==> src/rtl/in_mem_pkg.sv <==
// Shared definitions for the SYS_ROW-banked input memory (read scheduler now,
// write controller later).
//   sched_state_e : read scheduler FSM states
//   beat_t        : one bank access {en, addr}
//   accum_row()   : accumulator rows per column group (ACCUM_SIZE / SYS_COL)
//   shamt()       : log2 of a power-of-two size, used as a shift amount
package in_mem_pkg;

  typedef enum logic [1:0] {IDLE, WAIT_FILL, ISSUE, DRAIN} sched_state_e;

  localparam int BEAT_ADDR_W = 16;

  typedef struct packed {
    logic                   en;
    logic [BEAT_ADDR_W-1:0] addr;
  } beat_t;

  function automatic int accum_row(input int accum_size, input int sys_col);
    return accum_size / sys_col;
  endfunction

  function automatic int shamt(input int n);
    return $clog2(n);
  endfunction

endpackage

==> src/rtl/in_mem_skew_pipe.sv <==
// Diagonal skew shift register for the input-bank reads.
//   in_en/in_addr : beat produced this cycle (stage 0, combinational pass-through)
//   hold          : freeze all stages (array back-pressure)
//   st_en/st_addr : stage i contents, destined for bank i
// Stage i holds a beat i advancing cycles after it entered, so bank i sees
// the same address exactly i cycles after bank 0.
module in_mem_skew_pipe #(
  parameter int STAGES = 16,
  parameter int AW     = 16
) (
  input  logic                         clk,
  input  logic                         rst,
  input  logic                         hold,
  input  logic                         in_en,
  input  logic [AW-1:0]                in_addr,
  output logic [STAGES-1:0]            st_en,
  output logic [STAGES-1:0][AW-1:0]    st_addr
);

  logic [STAGES-1:1]         en_q;
  logic [STAGES-1:1][AW-1:0] addr_q;

  assign st_en   = {en_q, in_en};
  assign st_addr = {addr_q, in_addr};

  always_ff @(posedge clk or posedge rst) begin
    if (rst) begin
      en_q   <= '0;
      addr_q <= '0;
    end else if (!hold) begin
      en_q   <= st_en[STAGES-2:0];
      addr_q <= st_addr[STAGES-2:0];
    end
  end

endmodule

==> src/rtl/in_mem_rd_sched.sv <==
// Read-side scheduler for the banked input memory. Walks a written tile in
// K-chunk-major order (chunk c outer, row r inner) and issues skewed per-bank
// reads so data enters the systolic array diagonally.
//   clk, rst               : clock, async active-high reset
//   start                  : start pulse (IDLE only); num_rows/num_common latched
//   fill_ready             : tile present in banks (looked at in WAIT_FILL only)
//   stall                  : array back-pressure, freezes ISSUE/DRAIN
//   busy, done, cfg_err    : handshake / status to the layer controller
//   rd_en[i], rd_addr[i]   : registered read request for bank i
module in_mem_rd_sched
  import in_mem_pkg::*;
#(
  parameter int SYS_ROW    = 16,
  parameter int SYS_COL    = 16,
  parameter int DATA_WIDTH = 16,
  parameter int ADDR_WIDTH = 16,
  parameter int ACCUM_SIZE = 1024,
  parameter int RD_LAT     = 1
) (
  input  logic                  clk,
  input  logic                  rst,
  input  logic                  start,
  input  logic [ADDR_WIDTH-1:0] num_rows,
  input  logic [DATA_WIDTH-1:0] num_common,
  input  logic                  fill_ready,
  input  logic                  stall,
  output logic                  busy,
  output logic                  done,
  output logic                  cfg_err,
  output logic [SYS_ROW-1:0]    rd_en,
  output logic [ADDR_WIDTH-1:0] rd_addr [SYS_ROW]
);

  localparam int ACCUM_ROW = accum_row(ACCUM_SIZE, SYS_COL);
  localparam int LOG_ROW   = shamt(SYS_ROW);
  localparam int LOG_AR    = shamt(ACCUM_ROW);
  localparam int CW        = DATA_WIDTH - LOG_ROW;    // K-chunk counter width
  localparam int DW        = shamt(SYS_ROW + RD_LAT) + 1;
  // Drain ends once bank SYS_ROW-1 has issued the last beat and RD_LAT more
  // advancing cycles have passed.
  localparam logic [DW-1:0] DRN_LAST = DW'(SYS_ROW + RD_LAT - 1);

  sched_state_e                     state, state_d;
  logic [CW-1:0]                    nc_in, nc_m1, c_cnt;
  logic [LOG_AR-1:0]                rows_m1, r_cnt;
  logic [DW-1:0]                    drn_cnt;
  logic                             cfg_bad, last_beat, beat_en;
  logic [ADDR_WIDTH-1:0]            beat_addr;
  logic [SYS_ROW-1:0]               st_en;
  logic [SYS_ROW-1:0][ADDR_WIDTH-1:0] st_addr;

  assign nc_in   = num_common[DATA_WIDTH-1:LOG_ROW];
  assign cfg_bad = (nc_in == '0) || (num_rows == '0) ||
                   (32'(num_rows) > 32'(ACCUM_ROW)) ||
                   (num_common[LOG_ROW-1:0] != '0);

  assign last_beat = (c_cnt == nc_m1) && (r_cnt == rows_m1);
  // r < ACCUM_ROW, so concatenation equals (c << log2(ACCUM_ROW)) + r.
  assign beat_addr = ADDR_WIDTH'({c_cnt, r_cnt});

  always_comb begin
    state_d = state;
    busy    = 1'b0;
    done    = 1'b0;
    beat_en = 1'b0;
    case (state)
      IDLE: if (start) begin
        busy = 1'b1;
        if (cfg_bad) done = 1'b1;     // reject: one-cycle busy/done, no reads
        else         state_d = WAIT_FILL;
      end
      WAIT_FILL: begin
        busy = 1'b1;
        if (fill_ready) state_d = ISSUE;
      end
      ISSUE: begin
        busy = 1'b1;
        if (!stall) begin
          beat_en = 1'b1;
          if (last_beat) state_d = DRAIN;
        end
      end
      DRAIN: begin
        busy = 1'b1;
        if (!stall && drn_cnt == DRN_LAST) begin
          done    = 1'b1;
          state_d = IDLE;
        end
      end
      default: state_d = IDLE;
    endcase
  end

  always_ff @(posedge clk or posedge rst) begin
    if (rst) begin
      state   <= IDLE;
      cfg_err <= 1'b0;
      nc_m1   <= '0;
      rows_m1 <= '0;
      c_cnt   <= '0;
      r_cnt   <= '0;
      drn_cnt <= '0;
    end else begin
      state <= state_d;
      if (state == IDLE && start) begin
        cfg_err <= cfg_bad;
        nc_m1   <= nc_in - 1'b1;
        rows_m1 <= num_rows[LOG_AR-1:0] - 1'b1;  // num_rows==ACCUM_ROW wraps to all-ones
        c_cnt   <= '0;
        r_cnt   <= '0;
        drn_cnt <= '0;
      end
      if (beat_en) begin
        if (r_cnt == rows_m1) begin
          r_cnt <= '0;
          c_cnt <= c_cnt + 1'b1;
        end else begin
          r_cnt <= r_cnt + 1'b1;
        end
      end
      if (state == DRAIN && !stall) drn_cnt <= drn_cnt + 1'b1;
    end
  end

  in_mem_skew_pipe #(.STAGES(SYS_ROW), .AW(ADDR_WIDTH)) u_skew (
    .clk     (clk),
    .rst     (rst),
    .hold    (stall),
    .in_en   (beat_en),
    .in_addr (beat_addr),
    .st_en   (st_en),
    .st_addr (st_addr)
  );

  // A stalled cycle yields no read next cycle; the address is left as-is.
  always_ff @(posedge clk or posedge rst) begin
    if (rst) begin
      rd_en <= '0;
      for (int i = 0; i < SYS_ROW; i++) rd_addr[i] <= '0;
    end else begin
      for (int i = 0; i < SYS_ROW; i++) begin
        rd_en[i] <= st_en[i] & ~stall;
        if (st_en[i] && !stall) rd_addr[i] <= st_addr[i];
      end
    end
  end

endmodule

==> config.mk <==
export PLATFORM = sky130hd
export DESIGN_NAME = in_mem_rd_sched
export DESIGN_NICKNAME = d
export VERILOG_FILES = /design/src/rtl/in_mem_pkg.sv /design/src/rtl/in_mem_skew_pipe.sv /design/src/rtl/in_mem_rd_sched.sv
export SDC_FILE = /design/constraint.sdc
export NUM_CORES = 1
export LEC_CHECK = 0
export CORE_MARGIN = 4
export CORE_UTILIZATION = 55
export DETAILED_ROUTE_END_ITERATION = 10
export MAX_ROUTING_LAYER = met4
export PLACE_DENSITY_LB_ADDON = 0.15
export SKIP_LAST_GASP = 1
export SLEW_MARGIN = 20
export SYNTH_ARGS = -nofsm -noshare
export SYNTH_HDL_FRONTEND = slang
export SYNTH_SLANG_ARGS = --single-unit
==> constraint.sdc <==
create_clock -name clk -period 33.4 [get_ports clk]
set_input_delay 6.68 -clock clk [delete_from_list [all_inputs] [get_ports clk]]
set_output_delay 6.68 -clock clk [all_outputs]
set_load 0.005 [all_outputs]
==> results by group, run 1 <==
Status
  • Status: completed

Clock tree
  • # hold bufs at CTS: 0
  • Maximum clock path buffer count: 3
  • H-tree depth: 2
  • Clk_lat worst skew: 590 ps
  • CTS resizes: 0
  • Clock sinks: 572
  • TritonCTS Buffers: 56
  • Post-CTS Repair Setup Buffers: 0
  • CTS tree: done
  • Clk slew on worst S/H paths: 60 ps
  • Clock Root Buffer: clkbuf_16

Finish
  • # diodes: 0
  • Final #Nets: 1820
  • Fin area: 27400 um2
  • Area delta synth->final: 24.4%
  • Layout cell share with drive strength beyond 1: roughly 32%
  • # fillers: about 2.7k

Die
  • Die area: around 43000 um2
  • # IOs: approximately 310
  • # rows: 72
  • DIE HEIGHT: between 200 and 250 um
  • Initial Utilization: 56.2%
  • Core Region: 39100 um2
  • Die X: 208 um

Setup path
  • Crit path launch type: input port
  • Crit path cell chain: clkdlybuf4s50_1 -> or3_4 -> nor4_2 -> a41oi_1 -> nand2_1 -> nand2_1 -> a21oi_1 -> clkdlybuf4s50_1
  • Max incr delay on CP: 550 ps
  • R2R cell count: 7
  • R2r setup slk: 30330 ps
  • Worst setup path startpoint: num_common[9]
  • Crit path max fanout: 4
  • Worst Path Arrival: 8950 ps
  • Reg2reg end: c_cnt[5]
  • Critical path endpoint: done
  • Crit path kind: in2out
  • RR Startpoint: state[0]
  • Worst EP required: 26720 ps
  • Crit path capture type: primary output
  • Worst path slowest cell: clkdlybuf4s50_1

Timing
  • Period minus WS final: about 16000 ps
  • Worst-margin pin slew: between 1000 and 1500 ps
  • RSZ-0062 raised after global routing: false
  • TNS Setup: 0 ps
  • Period utilisation layout: a little under half
  • Worst slew margin: 27.0%
  • Maximum clock rate: 64.0 MHz
  • Final Setup Violations: 0
  • Layout Skew: about 12 ps
  • Endpoints failing hold: 0
  • Pins Over Slew Limit: 0

Drt
  • Via Count: 12.6k
  • Routed wire length: approximately 48000 um
  • Routed Antenna Nets: 0
  • Pre-antenna DRT Iters: 5
  • Residual DRC count: 0
  • Vias per cell: 5.41
  • Average wire per cell in the routed design: 20.4 um
  • DRT iter0 DRCs: roughly 570

Global routing
  • Grt ovf: 0
  • GRT Total Usage: between 20% and 30%
  • Largest net degree at the start of global routing: around 170
  • Vias in the first global route: around 14k
  • Initial antenna violation count: 0
  • Global-route wire length before repair: 77000 um

Min path
  • Hold Crit Class: reg2reg
  • Hold Path Depth: 1

Pwr
  • Worst vdd ir: just over 0.04 mV
  • Leak: 0.0136 uW
  • Power density over the cells: 62.2 nW/um2

Yosys
  • Flops & latches, synth: 572
  • Syn Nets: 1514
  • Post-Syn Instances: 1465
  • Register area share after synthesis: 65.1%
  • Mapped Area: 22000 um2
  • Synth unique cells: 42
  • Warnings from Yosys: 0
  • Syn avg cell area: 15.0 um2

Placement
  • DP Wirelength: ~32000 um
  • GPL Wtd Cong: 0.815
  • Port bufs: 311
  • DP Area: 25500 um2

Run
  • Max Cap Viol: 0
==> area by class of cell <==
type                       count  area [um2]  area share (%)
sequential                   572       14300            52.3
multi-input combinational    795        7240            26.4
timing repair buffer         324        3240            11.8
clock buffer                  87        1670            6.10
tap                          518         648            2.37
clock inverter                15         164           0.599
inverter                      22        95.1           0.348
==> through the flow <==
step                setup slack (ps)  cells  total power, uW  utilization, %  hold slack (ps)
global placement               17870   2231             1080            65.3              454
floorplan                      10720   1465              971               -              443
detailed placement             17770   2231             1090            65.3              461
CTS                            17760   2333             1720            69.9              475
finish                         17770   2333             1700            70.0              472
global route                   17630   2333             1780            70.0              498
==> layout by cell type, fill, tap and decap left out, types with 6 or more instances in the layout <==
cell / synthesis / final
inv_1: 22 / 21
clkdlybuf4s50_1: 0 / 310
nor2_1: 23 / 23
buf_4: 0 / 10
ha_1: 12 / 12
dfrtp_1: 572 / 572
nor2b_1: 9 / 8
clkbuf_8: 0 / 13
xor2_1: 21 / 21
nand2b_1: 14 / 14
a21o_1: 7 / 7
clkbuf_16: 0 / 57
clkinv_2: 0 / 8
clkbuf_1: 12 / 17
xnor2_1: 16 / 16
mux2_2: 475 / 475
nand2_1: 99 / 98
o21ai_0: 45 / 45
and3_1: 6 / 6
nand3_1: 14 / 14
nor3_1: 6 / 6
==> registers in the layout, summed over array words and instances (netlist names) <==
signal / count
c_cnt: 12
cfg_err: 1
drn_cnt: 6
nc_m1: 12
r_cnt: 6
rd_addr: 256
rd_en: 16
rows_m1: 6
state: 2
u_skew.en_q: 15
u_skew.st_addr: 240
==> layer usage <==
layer | global-route usage (%) | vias to the layer above | wire length (um)
met5 | - | - | 0
met1 | 30.9 | 6583 | 20900
met4 | 4.53 | 0 | 760
met3 | 4.50 | 54 | 2180
li1 | - | 5724 | -
met2 | 36.6 | 268 | 23700
==> worst max-delay path, delay by kind of cell <==
kind / cells / cell delay, ps
compound gates: 2 / 340
buf+inv: 2 / 1030
simple gates: 4 / 900
==> cells by family after synthesis <==
| family | after synthesis | synth area share (%) |
|---|---|---|
| compound gates | 74 | 2.04 |
| xor+xnor | 37 | 1.47 |
| fa+ha+maj | 12 | 0.683 |
| buf+inv | 98 | 2.01 |
| flops | 572 | 65.1 |
| mux | 480 | 24.6 |
| simple gates | 192 | 4.11 |
==> worst min path at each step <==
stage	startpoint	endpoint	slack, ps
global placement	u_skew.en_q[4]	u_skew.en_q[4]	450
CTS	u_skew.en_q[5]	u_skew.en_q[5]	480
detailed placement	u_skew.en_q[5]	u_skew.en_q[5]	460
global route	u_skew.en_q[14]	u_skew.en_q[14]	500
finish	u_skew.en_q[6]	u_skew.en_q[6]	470
floorplan	u_skew.en_q[1]	u_skew.en_q[1]	440
==> synthesized netlist by cell type <==
| cell | number | share of area (%) |
|---|---|---|
| a31o_2 | 2 | 0.080 |
| and2_1 | 1 | 0.028 |
| nand2_1 | 99 | 1.7 |
| nor3_1 | 6 | 0.14 |
| buf_1 | 4 | 0.068 |
| nor2b_1 | 9 | 0.26 |
| inv_1 | 22 | 0.38 |
| a221o_1 | 1 | 0.046 |
| ha_1 | 12 | 0.68 |
| nand2b_1 | 14 | 0.40 |
| mux2_2 | 475 | 24 |
| a221oi_2 | 1 | 0.068 |
| a31oi_1 | 3 | 0.085 |
| a21oi_1 | 2 | 0.046 |
| nand4b_1 | 1 | 0.040 |
| o32a_1 | 1 | 0.046 |
| nor2_2 | 1 | 0.028 |
| nor4_2 | 2 | 0.11 |
| or3_4 | 1 | 0.051 |
| a21o_1 | 7 | 0.24 |
| or3b_1 | 1 | 0.040 |
| nor4_1 | 5 | 0.14 |
| or3_1 | 2 | 0.057 |
| nand3_1 | 14 | 0.32 |
| mux2_1 | 5 | 0.26 |
| o41ai_2 | 1 | 0.074 |
| buf_2 | 60 | 1.4 |
| nand3b_1 | 1 | 0.034 |
| dfrtp_1 | 572 | 65 |
| a41oi_1 | 1 | 0.040 |
| nor2_1 | 23 | 0.39 |
| clkbuf_1 | 12 | 0.20 |
| xnor2_1 | 16 | 0.64 |
| o21ai_1 | 5 | 0.11 |
| nand4_1 | 4 | 0.11 |
| o31ai_1 | 4 | 0.14 |
| a22o_1 | 1 | 0.040 |
| xor2_1 | 21 | 0.84 |
| or2_1 | 1 | 0.028 |
| and3_1 | 6 | 0.17 |
| nor4b_2 | 1 | 0.068 |
| o21ai_0 | 45 | 1.0 |
==> power breakdown <==
part           total (uW)  leakage (uW)  switching [uW]  internal (uW)
clock network         624      0.000903             258            366
logic                 248       0.00476             113            136
registers             828       0.00789            58.8            770
total                1700        0.0136             430           1270
Note: power is estimated with default switching activity, not from simulation.
==> run 2: changes to the inputs <==
--- a/config.mk
+++ b/config.mk
@@ -6,7 +6,7 @@
 export NUM_CORES = 1
 export LEC_CHECK = 0
 export CORE_MARGIN = 4
-export CORE_UTILIZATION = 55
+export CORE_UTILIZATION = 54
 export DETAILED_ROUTE_END_ITERATION = 10
 export MAX_ROUTING_LAYER = met4
 export PLACE_DENSITY_LB_ADDON = 0.15
==> constraint.sdc (replaced) <==
create_clock -name clk -period 15.83 [get_ports clk]
set_input_delay 3.166 -clock clk [delete_from_list [all_inputs] [get_ports clk]]
set_output_delay 3.166 -clock clk [all_outputs]
set_load 0.005 [all_outputs]
==> results by group, run 2 (same netlist as run 1, synthesis figures left out) <==
Clock tree
  • H-tree depth: 2
  • Maximum clock path buffer count: 3
  • Clk_lat worst skew: 600 ps
  • CTS resizes: 0
  • Clk slew on worst S/H paths: 60 ps
  • Clock sinks: 572
  • TritonCTS Buffers: 56
  • Post-CTS Repair Setup Buffers: 0
  • Clock Root Buffer: clkbuf_16
  • CTS tree: done
  • # hold bufs at CTS: 0

Die
  • Die X: approximately 210 um
  • DIE HEIGHT: 210 um
  • Die area: 44000 um2
  • # IOs: 312
  • # rows: 73
  • Initial Utilization: 55.0%
  • Core Region: 40000 um2

Placement
  • Place WS: 7290 ps
  • Port bufs: 311
  • GPL Wtd Cong: approximately 0.8
  • DP Wirelength: 32500 um
  • DP Cell Count: 2239

Finish
  • Layout cell share with drive strength beyond 1: 32.0%
  • Area delta synth->final: 23.9%
  • Commonest non-fill, non-tap cell in the layout: dfrtp_1
  • Reg with most FFs: rd_addr
  • # diodes: 0
  • Max FFs per register: about 260
  • Most frequent cells in the layout: dfrtp_1 (572), mux2_2 (475), clkdlybuf4s50_1 (310)
  • Non-Filler Instances: 2337
  • Final #Nets: 1821

Drt
  • Via Count: 12.6k
  • Average wire per cell in the routed design: 20.5 um
  • Residual DRC count: 0
  • Vias per cell: 5.39
  • Routed wire length: 48000 um
  • Routed Antenna Nets: 0
  • Pre-antenna DRT Iters: 4
  • DRT iter0 DRCs: 708

Global routing
  • Initial antenna violation count: 0
  • GRT Total Usage: 22.4%
  • Global-route wire length before repair: about 76000 um
  • Largest net degree at the start of global routing: between 150 and 200
  • Grt ovf: 0
  • Vias in the first global route: 13.5k

Setup path
  • R2r setup slk: 12750 ps
  • Crit path launch type: input port
  • Worst EP required: ~13000 ps
  • Crit path max fanout: 4
  • Crit path capture type: primary output
  • Worst Path Arrival: 5370 ps
  • Crit path kind: in2out

Timing
  • Pins Over Slew Limit: 0
  • Final Setup Violations: 0
  • Period utilisation layout: roughly 54%
  • Worst-margin pin slew: 1090 ps
  • Hold slack: 473 ps
  • Post-route setup slack: 7290 ps
  • Worst slew margin: 27.5%
  • Layout Skew: 12.5 ps
  • Period minus WS final: 8540 ps
  • Maximum clock rate: 117 MHz
  • Endpoints failing hold: 0
  • TNS Setup: 0 ps
  • RSZ-0062 raised after global routing: false

Pwr
  • Worst vdd ir: 0.0900 mV
  • Internal power: about 2600 uW
  • Leak: 0.0135 uW
  • Sw frac: between 20 and 30%
  • Comb power frac: 14.7%
  • Net Sw Power: 899 uW
  • Flop pwr share: between 40% and 50%
  • Clock share of power: ~35%
  • Power density over the cells: 129 nW/um2

Min path
  • Hold Crit Class: reg2reg

Status
  • Status: completed

Run
  • Max Cap Viol: 0
-- run 2: cell count changes in the layout (fill, tap and decap cells not counted), moves of 2 or more --
| cell | before | now |
|---|---|---|
| clkinv_2 | 8 | 12 |
| clkbuf_1 | 17 | 20 |
| inv_6 | 3 | 0 |
| clkbuf_8 | 13 | 6 |
| bufinv_16 | 3 | 1 |
-- run 2: worst max-delay path, cell delays in order --
cell             delay [ps]
clkdlybuf4s50_1         480
or3_4                   420
nor4_2                  230
a41oi_1                 210
nand2_1                 140
nand2_1                  80
a21oi_1                 140
clkdlybuf4s50_1         510
-- run 2: layout make-up --
class	instances	area, um2
multi-input cells	795	7230
clock buffers	83	1580
clock inverters	15	119
inverters	22	86.3
flip-flops and latches	572	14300
repair buffers	325	3260
well taps	525	657
fillers	2806	12800
-- run 2: routing by layer --
| layer | vias to the layer above | track usage, % | part of all wire [%] |
|---|---|---|---|
| met5 | - | - | 0 |
| met4 | 0 | 5.81 | 2.0 |
| met3 | 61 | 4.02 | 4.5 |
| met2 | 249 | 36.0 | 49 |
| met1 | 6566 | 30.0 | 44 |
| li1 | 5711 | - | - |
-- run 2: path summary, 6_finish.rpt --
kind,from,endpoint,depth (start not counted)
min in group asynchronous,rst,drn_cnt[4],2
min,u_skew.en_q[6],u_skew.en_q[6],1
min reg2reg,u_skew.en_q[6],u_skew.en_q[6],1
max,num_common[9],done,8
max reg2reg,state[0],c_cnt[5],7
max in group asynchronous,rst,u_skew.st_addr[132],5
-- run 2: power by group through the flow --
stage	combinational [uW]	sequential, uW	clock, uW
2_1_floorplan	315	1730	0
3_3_place_gp	509	1770	0
3_5_place_dp	522	1780	0
4_1_cts	526	1760	1280
5_1_grt	571	1770	1330
6_report	518	1750	1240
-- run 2: per-stage QoR --
stage               utilization (%)  instance area (um2)  total power (uW)
global placement               63.8                25500              2280
finish                         68.1                27200              3520
detailed placement             63.8                25500              2300
floorplan                         -                22000              2050
global route                   68.1                27200              3680
CTS                            68.1                27200              3560
==> run 3: changes to the inputs <==
--- a/config.mk
+++ b/config.mk
@@ -6,7 +6,7 @@
 export NUM_CORES = 1
 export LEC_CHECK = 0
 export CORE_MARGIN = 4
-export CORE_UTILIZATION = 54
+export CORE_UTILIZATION = 49
 export DETAILED_ROUTE_END_ITERATION = 10
 export MAX_ROUTING_LAYER = met4
 export PLACE_DENSITY_LB_ADDON = 0.15
==> constraint.sdc (replaced) <==
create_clock -name clk -period 7.5 [get_ports clk]
set_input_delay 1.5 -clock clk [delete_from_list [all_inputs] [get_ports clk]]
set_output_delay 1.5 -clock clk [all_outputs]
set_load 0.005 [all_outputs]
==> results by group, run 3 (same netlist as run 1, synthesis figures left out) <==
Status
  • Status: completed

Placement
  • Port bufs: 311
  • DP Wirelength: 31800 um
  • GPL Wtd Cong: 0.794
  • Place WS: 2230 ps
  • DP Area: about 26000 um2

Finish
  • Area delta synth->final: 25.1%
  • Fin area: 27500 um2
  • Max FFs per register: 256
  • Layout cell share with drive strength beyond 1: 32.7%
  • Final #Nets: 1818
  • Most frequent cells in the layout: dfrtp_1 (572), mux2_2 (475), clkdlybuf4s50_1 (310)
  • Commonest non-fill, non-tap cell in the layout: dfrtp_1
  • # fillers: 3472
  • # diodes: 0
  • Reg with most FFs: rd_addr

Pwr
  • Leak: 0.0136 uW
  • Worst vdd ir: 0.190 mV
  • Power density over the cells: 275 nW/um2

Timing
  • RSZ-0062 raised after global routing: false
  • Period minus WS final: 5300 ps
  • Endpoints failing hold: 0
  • Period utilisation layout: 70.7%
  • Post-route setup slack: around 2200 ps
  • Worst slew margin: 30.5%
  • Layout Skew: roughly 17 ps
  • Final Setup Violations: 0
  • Pins Over Slew Limit: 0
  • Worst-margin pin slew: 1040 ps
  • Maximum clock rate: around 190 MHz

Global routing
  • Global-route wire length before repair: 74900 um
  • GRT Total Usage: ~20%
  • Vias in the first global route: 13.1k
  • Largest net degree at the start of global routing: 175
  • Initial antenna violation count: 0
  • Grt ovf: 0

Setup path
  • Crit path capture type: primary output
  • Worst EP required: 6000 ps
  • Crit path launch type: input port
  • Crit path kind: in2out
  • Crit path max fanout: 4
  • Worst Path Arrival: 3800 ps

Clock tree
  • # hold bufs at CTS: 0
  • Maximum clock path buffer count: 3
  • Clk_lat worst skew: ~600 ps
  • CTS resizes: 0
  • H-tree depth: 2
  • Clock Root Buffer: clkbuf_16
  • CTS tree: done
  • Clk slew on worst S/H paths: 60 ps
  • Post-CTS Repair Setup Buffers: 0
  • TritonCTS Buffers: 57
  • Clock sinks: roughly 570

Drt
  • Pre-antenna DRT Iters: 4
  • Vias per cell: 5.18
  • DRT iter0 DRCs: 645
  • Routed wire length: 47300 um
  • Via Count: between 10k and 15k
  • Residual DRC count: 0
  • Average wire per cell in the routed design: a little under 20 um
  • Routed Antenna Nets: 0

Die
  • Die X: 220 um
  • Initial Utilization: 49.6%
  • # IOs: 312
  • DIE HEIGHT: between 200 and 250 um
  • Die area: ~48000 um2
  • Core Region: ~44000 um2
  • # rows: 77

Min path
  • Hold Crit Class: reg2reg

Run
  • Max Cap Viol: 0
-- run 3: through the flow --
step	TNS, ps	hold WS (ps)	instances	power (uW)	util [%]
final	0	474	2409	7570	62.1
after detailed placement	0	461	2302	4850	57.8
after floorplan	-1024780	443	1465	4330	-
after CTS	0	475	2409	7670	62.0
after global placement	0	454	2302	4820	57.8
after global routing	0	491	2409	7950	62.1
-- run 3: report_power, final --
part           total (uW)  leakage, uW  switching (uW)  internal (uW)
Clock                2790     0.000937            1160           1630
Combinational        1090      0.00475             489            606
Sequential           3690      0.00789             261           3430
-- run 3: layer usage --
metal / vias up / routed length (um) / track usage, %
met1: 6451 / 20400 / 26.4
li1: 5705 / - / -
met2: 245 / 23000 / 32.2
met3: 70 / 2780 / 4.91
met5: - / 0 / -
met4: 0 / 1130 / 5.74
-- run 3: final timing paths --
check / startpoint / to / slack (ps) / cells past startpoint
setup reg to reg: state[0] / c_cnt[5] / 5190 / 7
setup / recovery: num_common[9] / done / 2200 / 8
hold / removal: u_skew.en_q[1] / u_skew.en_q[1] / 470 / 2
min in group asynchronous: rst / state[0] / 1220 / 2
hold reg to reg: u_skew.en_q[1] / u_skew.en_q[1] / 470 / 2
max in group asynchronous: rst / rd_addr[149] / 4520 / 4
-- run 3: worst max-delay path, cell delays in order --
cell,delay (ps)
clkdlybuf4s50_1,470
or3_4,420
nor4_2,240
a41oi_1,190
nand2_1,160
nand2_1,100
a21oi_1,170
clkdlybuf4s50_1,550
-- run 3: layout make-up --
type / count / area (um2) / area share [%]
well taps: 592 / 741 / 2.69
clock buffers: 93 / 1790 / 6.52
flip-flops and latches: 572 / 14300 / 52.0
repair buffers: 321 / 3240 / 11.8
multi-input cells: 795 / 7260 / 26.4
clock inverters: 14 / 73.8 / 0.268
inverters: 22 / 86.3 / 0.314
